==> src/rtl/instr_fetch_if.sv <==
// rtl/instr_fetch_if.sv - instruction-memory request/response bus
interface instr_fetch_if;
  logic        imem_req;
  logic [31:0] imem_addr;
  logic        imem_ack;
  logic [31:0] imem_rdata;

  // Fetch unit drives the request side and receives the response.
  modport master (
    output imem_req,
    output imem_addr,
    input  imem_ack,
    input  imem_rdata
  );

  // Instruction memory answers requests.
  modport slave (
    input  imem_req,
    input  imem_addr,
    output imem_ack,
    output imem_rdata
  );
endinterface

==> src/rtl/instr_fetch.sv <==
// rtl/instr_fetch.sv - PC/IR fetch unit with immediate decode
module instr_fetch #(
  parameter logic [31:0] RESET_PC = 32'h0000_0000
) (
  input  logic                clk,
  input  logic                rst_n,
  input  logic                fetch_en,
  input  logic                pc_load,
  input  logic [31:0]         pc_wdata,
  instr_fetch_if.master       imem,
  output logic [31:0]         pc,
  output logic [31:0]         ir,
  output logic [6:0]          opcode,
  output logic [2:0]          funct3,
  output logic [6:0]          funct7,
  output logic [4:0]          rd,
  output logic [4:0]          rs1,
  output logic [4:0]          rs2,
  output logic [31:0]         imm,
  output logic                fetch_busy,
  output logic                fetch_done
);

  localparam logic [31:0] NOP = 32'h0000_0013;

  typedef enum logic {IDLE, REQ} state_t;

  state_t state;
  state_t state_next;
  logic   capture;
  logic   load_pc;

  // State register; reset abandons any outstanding request.
  always_ff @(posedge clk or negedge rst_n) begin
    if (!rst_n) begin
      state <= IDLE;
    end else begin
      state <= state_next;
    end
  end

  // Next state and handshake outputs; ack only matters while requesting.
  always_comb begin
    state_next    = state;
    imem.imem_req = 1'b0;
    fetch_busy    = 1'b0;
    capture       = 1'b0;
    load_pc       = 1'b0;
    case (state)
      IDLE: begin
        load_pc = pc_load;
        if (fetch_en) begin
          state_next = REQ;
        end
      end
      REQ: begin
        imem.imem_req = 1'b1;
        fetch_busy    = 1'b1;
        if (imem.imem_ack) begin
          capture    = 1'b1;
          state_next = IDLE;
        end
      end
      default: state_next = IDLE;
    endcase
  end

  assign imem.imem_addr = pc;

  // PC/IR update: loads only in IDLE, so the request address stays fixed in REQ.
  always_ff @(posedge clk or negedge rst_n) begin
    if (!rst_n) begin
      pc         <= RESET_PC;
      ir         <= NOP;
      fetch_done <= 1'b0;
    end else begin
      fetch_done <= capture;
      if (capture) begin
        ir <= imem.imem_rdata;
        pc <= pc + 32'd4;
      end else if (load_pc) begin
        pc <= pc_wdata & ~32'h0000_0003;
      end
    end
  end

  assign opcode = ir[6:0];
  assign funct3 = ir[14:12];
  assign funct7 = ir[31:25];
  assign rd     = ir[11:7];
  assign rs1    = ir[19:15];
  assign rs2    = ir[24:20];

  // Immediate for I-type ALU/load, S-type store and LUI; everything else reads zero.
  always_comb begin
    imm = 32'h0000_0000;
    case (ir[6:0])
      7'b0010011,
      7'b0000011: imm = {{20{ir[31]}}, ir[31:20]};
      7'b0100011: imm = {{20{ir[31]}}, ir[31:25], ir[11:7]};
      7'b0110111: imm = {ir[31:12], 12'b0};
      default:    imm = 32'h0000_0000;
    endcase
  end

endmodule

==> src/flat_wrapper.sv <==
// flat-port wrapper written by rule: the top's interface ports become plain ports
module instr_fetch_flat 
#(
  parameter logic [31:0] RESET_PC = 32'h0000_0000
)
  (clk, rst_n, fetch_en, pc_load, pc_wdata, pc, ir, opcode, funct3, funct7, rd, rs1, rs2, imm, fetch_busy, fetch_done, imem_imem_req, imem_imem_addr, imem_imem_ack, imem_imem_rdata);
  instr_fetch_if imem_i ();
  input  logic clk;
  input  logic rst_n;
  input  logic fetch_en;
  input  logic pc_load;
  input  logic [31:0] pc_wdata;
  output logic [31:0] pc;
  output logic [31:0] ir;
  output logic [6:0] opcode;
  output logic [2:0] funct3;
  output logic [6:0] funct7;
  output logic [4:0] rd;
  output logic [4:0] rs1;
  output logic [4:0] rs2;
  output logic [31:0] imm;
  output logic fetch_busy;
  output logic fetch_done;
  output wire logic [$bits(imem_i.imem_req)-1:0] imem_imem_req;
  output wire logic [$bits(imem_i.imem_addr)-1:0] imem_imem_addr;
  input wire logic [$bits(imem_i.imem_ack)-1:0] imem_imem_ack;
  input wire logic [$bits(imem_i.imem_rdata)-1:0] imem_imem_rdata;
  assign imem_imem_req = imem_i.imem_req;
  assign imem_imem_addr = imem_i.imem_addr;
  assign imem_i.imem_ack = imem_imem_ack;
  assign imem_i.imem_rdata = imem_imem_rdata;
  instr_fetch #(.RESET_PC(RESET_PC)) u_core (.clk(clk), .rst_n(rst_n), .fetch_en(fetch_en), .pc_load(pc_load), .pc_wdata(pc_wdata), .imem(imem_i), .pc(pc), .ir(ir), .opcode(opcode), .funct3(funct3), .funct7(funct7), .rd(rd), .rs1(rs1), .rs2(rs2), .imm(imm), .fetch_busy(fetch_busy), .fetch_done(fetch_done));
endmodule
==> config.mk <==
export PLATFORM = sky130hd
export DESIGN_NAME = instr_fetch_flat
export DESIGN_NICKNAME = d
export VERILOG_FILES = /design/src/rtl/instr_fetch_if.sv /design/src/rtl/instr_fetch.sv /design/src/flat_wrapper.sv
export SDC_FILE = /design/constraint.sdc
export NUM_CORES = 1
export LEC_CHECK = 0
export CAP_MARGIN = 20
export CORE_MARGIN = 2
export CORE_UTILIZATION = 35
export DETAILED_ROUTE_END_ITERATION = 12
export GPL_TIMING_DRIVEN = 0
export PLACE_DENSITY = 0.82
export REMOVE_ABC_BUFFERS = 1
export SKIP_CTS_REPAIR_TIMING = 1
export SLEW_MARGIN = 0
export SYNTH_ARGS = -nofsm -noshare
export SYNTH_HDL_FRONTEND = slang
export SYNTH_SLANG_ARGS = --single-unit
==> constraint.sdc <==
create_clock -name clk -period 2 [get_ports clk]
set_input_delay 0.4 -clock clk [delete_from_list [all_inputs] [get_ports clk]]
set_output_delay 0.4 -clock clk [all_outputs]
set_load 0.1 [all_outputs]
==> results.toml <==
[logic_synthesis]
yosysWarnings = 0
syn_area_um2 = 3910
ys_types = 46
avgSynthCellArea_um2 = 8.46
ys_seq_area_frac = 0.411
ys.flop_type = "dfrtp_1"
synth_edf_count = 0
ys_ff_latch = 64
synthArstFlopShare = 1.00
netlist_instances = 462

[die]
die_w_um = 110
core_area_um2 = 10900
die_y_um = 110
dieArea_um2 = 12000
row_count = 38
ios = 232
initial_utilization = 0.359

[drt]
wl_um = 14200
route.detailed.drc = 0
met1_length_um = 5300
top_layer = "met4"
drtIter0Drc = 229
dr_wl_met3_um = 1170
wl_per_cell_um = 18.3
via_count = 4080
met2_length_um = 7300
postRouteAntennaNets = 0
dr.pass1.iters = 5
vias_per_cell = 5.26

[layout]
drive_gt1_frac = 0.272
layout.nets = 700
area.sequential_um2 = 1610
antenna_cells = 0
final_core_util = 0.580
fill_cells = 917
multi_input_area_um2 = 1810
area_delta_synth_final_pct = 61.6
final_cell_mix = "117 x nand2_1, 74 x clkbuf_2, 65 x clkdlybuf4s50_1"
final_common_cell = "nand2_1"

[sta]
layout_setup_ws_ns = -0.715
maxSlewHeadroom = 0.306
tns_ns = -19.88
clock_skew_ns = 0.0136
drv_slew = 0
post-route-min-period_ns = 2.72
rsz0062_at_grt = "yes"
setup_viol = 38
fmax_ghz = 0.368
worstMarginPinSlew_ns = 1.04
hold_viol_final = 0
fin_crit_sh = 1.36

[placed_design]
dp_hpwl_um = 9350
portBuffers = 225
gp_congestion = 0.777

[clock_network]
cts_tree = "yes"
clkTransAtPathRegs_ns = 0.07
clk_path_buf_depth = 2
cts_made_buffers = 9
cts_sinks = 64
h-tree-depth = 3
root_buffer = "clkbuf_8"
clock_latency_ns = 0.35

[setup_path]
start_kind = "flop"
cp_top_family = "simple AND/OR/NAND/NOR gates"
r2r_cells = 5
worstPathRequired_ns = 1.60
cp-startpoint = "u_core.ir[0]"
cp.depth = 6
reg2reg_slack_ns = 0.14
r2r-end = "u_core.imem.imem_addr[31]"
cpPeakStageDelay_ns = 0.56
slowest_stage = "dfstp_2"
crit_end = "imm[23]"
r2r-start = "u_core.imem.imem_addr[20]"
arrival_ns = 2.32
cp.buffers_inverters = 1
crit_path_end_kind = "output port"
crit_chain = "nand2_2 > or4_4 > a21oi_4 > and2_4 > a21o_1 > buf_12"
crit_fanout = 6
path_class = "flop to output port"

[outcome]
violations = "setup timing"
status = "finished with violations"

[power]
power_density_nw_per_um2 = 1350
ir_drop_mv = 0.877
p_leak_nw = 3.49

[grt]
grt_pass1_wl_um = 18900
grtUsageTotal = 0.204
grt_pass1_vias = 3726
antenna_found_initial = 0
grt_max_degree = 65
grt-ovfl-total = 0

[run]
max_cap_violations = 0

[worst_hold_path]
hold_class = "primary input to async pin"
==> layout make-up <==
cell class | instances | share of cell area
timing repair buffer | 240 | 0.394
multi-input combinational | 311 | 0.286
sequential | 64 | 0.255
tap | 140 | 0.0277
clock buffer | 13 | 0.0236
clock inverter | 3 | 0.0103
inverter | 3 | 0.00238
timing repair inverter | 1 | 0.000793
==> how the worst min path moves through the flow <==
stage	end	slack, ns	cells past startpoint
after global placement	u_core.ir[1]	0.47	2
after floorplan	u_core.fetch_done	0.10	0
final	u_core.imem.imem_addr[6]	0.16	1
after global routing	u_core.imem.imem_addr[8]	0.21	1
after detailed placement	u_core.ir[0]	0.48	2
after CTS	u_core.imem.imem_addr[6]	0.18	1
==> flip-flops by register name, summed over array words and instances (netlist names) <==
name                   flops
u_core.ir                 32
u_core.state               1
u_core.fetch_done          1
u_core.imem.imem_addr     30
==> synth_stat cells (2+ instances only) <==
cell	number	area, um^2
dfrtp_1	61	1530
nand2_1	120	450
buf_6	3	33.8
dfstp_2	3	78.8
nor3_1	11	55.1
and4_1	9	78.8
nor2_1	29	109
buf_4	67	503
clkbuf_1	9	33.8
a41o_1	2	20.0
o311ai_0	4	35.0
a21o_1	19	143
a31oi_1	2	12.5
nand3_1	14	70.1
o21ai_0	5	25.0
a21oi_1	10	50.1
nor2b_1	8	50.1
o211ai_1	8	60.1
nand2b_1	2	12.5
and2_2	6	45.0
o22ai_1	9	56.3
nand4_1	6	37.5
buf_2	5	25.0
nor4_2	2	25.0
buf_1	7	26.3
inv_1	2	7.51
a211oi_1	7	52.6
and3_1	10	62.6
a311oi_1	5	43.8
==> metrics by stage <==
step	instances	power [W]	hold WS (ns)	instance area (um^2)	setup WS, ns
6_report	775	0.00855	0.159	6310	-0.715
5_1_grt	775	0.00882	0.206	6310	-0.788
4_1_cts	759	0.00872	0.184	6010	-1.86
3_5_place_dp	743	0.00747	0.477	5790	-1.48
3_3_place_gp	739	0.00739	0.468	5730	-2.96
2_1_floorplan	374	0.00602	0.104	3300	-2.54
==> logic make-up (layout without fill, tap and decap cells) <==
kind of cell,Yosys count,count (layout),share of synthesized area
buffers and inverters,94,260,0.162
and+or+nand+nor,224,227,0.277
DFF,64,64,0.411
AOI/OAI and AO/OA,77,78,0.143
adders and majority gates,1,1,0.00320
other,1,4,0.000959
muxes,1,1,0.00256
==> worst reg2reg max path, cell delays in order (launching register included) <==
cell     delay [ns]
dfrtp_1        0.50
and4_1         0.37
and3_1         0.29
and4_1         0.31
and4_1         0.23
nor3_1         0.05
==> layer usage <==
layer  track usage  vias to the layer above
met1         0.230                     1962
met3        0.0581                       31
met4        0.0651                        0
li1              -                     1866
met2         0.371                      221
met5             0                        -
==> power breakdown <==
group	internal, W	switching (W)	total, W
logic	0.000915	0.00442	0.00533
registers	0.00154	0.000426	0.00197
clock network	0.000736	0.000510	0.00125
Power figures use the tool's default switching activity.
==> patch, RTL diff (same settings) <==
Make the reset (`rst_n`) synchronous in 2 clocked blocks.
--- a/src/rtl/instr_fetch.sv
+++ b/src/rtl/instr_fetch.sv
@@ -32,5 +32,5 @@
 
   // State register; reset abandons any outstanding request.
-  always_ff @(posedge clk or negedge rst_n) begin
+  always_ff @(posedge clk) begin
     if (!rst_n) begin
       state <= IDLE;
@@ -69,5 +69,5 @@
 
   // PC/IR update: loads only in IDLE, so the request address stays fixed in REQ.
-  always_ff @(posedge clk or negedge rst_n) begin
+  always_ff @(posedge clk) begin
     if (!rst_n) begin
       pc         <= RESET_PC;
Formal check against the unedited RTL: differs if rst_n is asserted again (counterexample within 4 cycles, from zero or initial values and one cycle with rst_n low); with rst_n held inactive, the same outputs for 10 cycles.
==> patch against the unedited design <==
  * The flow still finishes with violations (setup timing)
  * First-iteration DRC count rose by 34%
  * Setup slack improved by 41 ps
  * Area after synthesis down 3.2%
  * Critical endpoint is now imm[13]
  * Routed wire length rose by 7.1%
  * Final area grew 0.91%
  * Utilization grew 3.2 points
  * Sequential cell count unchanged
Power is not compared: it rests on default switching activity, and its combinational part moved more than twofold at a synthesized area within 25%.
==> patch: results (changes against the unedited design) <==
[metrics] run status: complete, but fails checks
[metrics] violated checks: setup timing
[metrics] pin count of the biggest net entering global routing: 54 (-17%)
[metrics] wire length of the first global-routing pass: 19550 um (+3.2%)
[metrics] Max Fanout on Critical Path: 7 (+1)
[metrics] Final GP Congestion: 0.8069 (+3.9%)
[metrics] violation count after the first detailed-route iteration: 308 (+34%)
[metrics] dominant register cell in the synthesized netlist: sky130_fd_sc_hd__dfxtp_1
[metrics] Area contributors post-synth: sky130_fd_sc_hd__dfxtp_1 (34%), sky130_fd_sc_hd__buf_4 (14%), sky130_fd_sc_hd__nand2_1 (9.2%)
[metrics] Crit path arrival time: 2270 ps (-50 ps)
[metrics] post-detailed-route via-to-cell ratio: 5.500 (+4.5%)
[metrics] fraction of registers with async set/reset: 0% (-100 points)
[metrics] worst hold-check path type: reg2reg
[metrics] Setup WS post-layout: -674.1 ps (+41.34 ps)
[metrics] CP max-delay cell: sky130_fd_sc_hd__or4_4
[metrics] endpoints failing setup: 36 (-5.3%)
[metrics] R2R depth: 6 (+1)
[metrics] global-route usage over all layers: 21.15% (+0.73 points)
[metrics] routed wire length per instance: 18.80 um (+2.9%)
[metrics] final setup TNS: -17990 ps (+1887 ps)
[metrics] sum of net half-perimeters after detailed placement: 9354 um (about the same)
[metrics] worst slew slack as a fraction of its limit: 31.48% (+0.90 points)
[metrics] number of global-route vias before repair: 3907 (+4.9%)
[metrics] sequential-to-total area share from yosys stat: 33.86% (-7.2 points)
[metrics] layout cells sized above 1: 27.61% (+0.37 points)
[metrics] destination of the critical timing path: imm[13]
[metrics] reg2reg start: u_core.imem.imem_addr[11]
[metrics] fillers: 848 (-7.5%)
[metrics] count of unique library cells instantiated by Yosys: 52 (+13%)
[metrics] Final nets: 735 (+5.0%)
[metrics] flop-to-flop setup slack: 50 ps (-90 ps)
[metrics] Slowest Stage Delay on Critical Path: 620 ps (+60 ps)
## patch: cell count changes in the layout (fill, tap and decap cells not counted), sizes merged, moves of 5 or more
cell	before	now
o21ai	5	12
o22ai	9	3
nor2	29	20
a21oi	12	61
nand2	120	93
a211oi	7	2
dfxtp	0	64
clkbuf	87	71
and4	9	2
dlymetal6s2s	53	66
dfrtp	61	0
## patch: area by class of cell
class | instances | share of cell area, %
Tap cell | 136 | 2.670
Multi-Input combinational cell | 341 | 32.28
Inverter | 5 | 0.3338
Timing Repair Buffer | 244 | 40.25
Sequential cell | 64 | 20.64
Clock buffer | 9 | 1.944
Clock inverter | 7 | 1.885
## patch: through the flow
step	area [um2]	power (mW)	util [%]	setup WS, ps	std cells
floorplan	3147	2.834	-	-2852	404
global placement	5569	3.344	53.47	-2686	765
detailed placement	5617	3.373	53.92	-1908	767
CTS	5861	4.742	56.26	-2285	783
global route	6372	4.958	61.18	-734.2	806
finish	6372	4.807	61.18	-674.1	806
## patch: how the worst min path moves through the flow
stage | endpoint | startpoint | cells after the start | slack, ps
floorplan | u_core.ir[0] | rst_n | 1 | 470
global placement | u_core.ir[12] | u_core.ir[12] | 2 | 470
detailed placement | u_core.ir[10] | u_core.ir[10] | 2 | 490
CTS | u_core.ir[10] | u_core.ir[10] | 2 | 500
global route | u_core.ir[15] | u_core.ir[15] | 2 | 510
finish | u_core.ir[15] | u_core.ir[15] | 2 | 490
## patch: worst min-delay path: cells and delay by family, from the launching register on
family / cells / cell delay (ps)
AO/OA/AOI/OAI: 1 / 60
flip-flops: 1 / 330
AND/OR/NAND/NOR: 1 / 60
## patch: cell families after synthesis
group / after synthesis / share of synthesized area [%]
fa+ha+maj: 1 / 0.3306
mux: 6 / 1.686
flops: 64 / 33.86
other cells: 1 / 0.09911
buf+inv: 104 / 17.63
xor+xnor: 3 / 0.6946
simple gates: 192 / 24.54
compound gates: 129 / 21.16
## patch: metal layers
| metal | up-vias | part of all wire [%] | GRT usage, % |
|---|---|---|---|
| met5 | - | 0 | 0 |
| met4 | 0 | 2.2 | 6.685 |
| met3 | 34 | 9.7 | 4.280 |
| met2 | 284 | 51 | 39.49 |
| met1 | 2107 | 37 | 24.01 |
| li1 | 2008 | - | - |
## patch: report_power, final
group / total, mW / switching, mW / internal, mW / leakage [nW]
Sequential: 1.47 / 0.128 / 1.34 / 0.530
Clock: 1.37 / 0.540 / 0.831 / 0.119
Combinational: 1.96 / 1.49 / 0.472 / 2.97
Total: 4.81 / 2.16 / 2.65 / 3.62
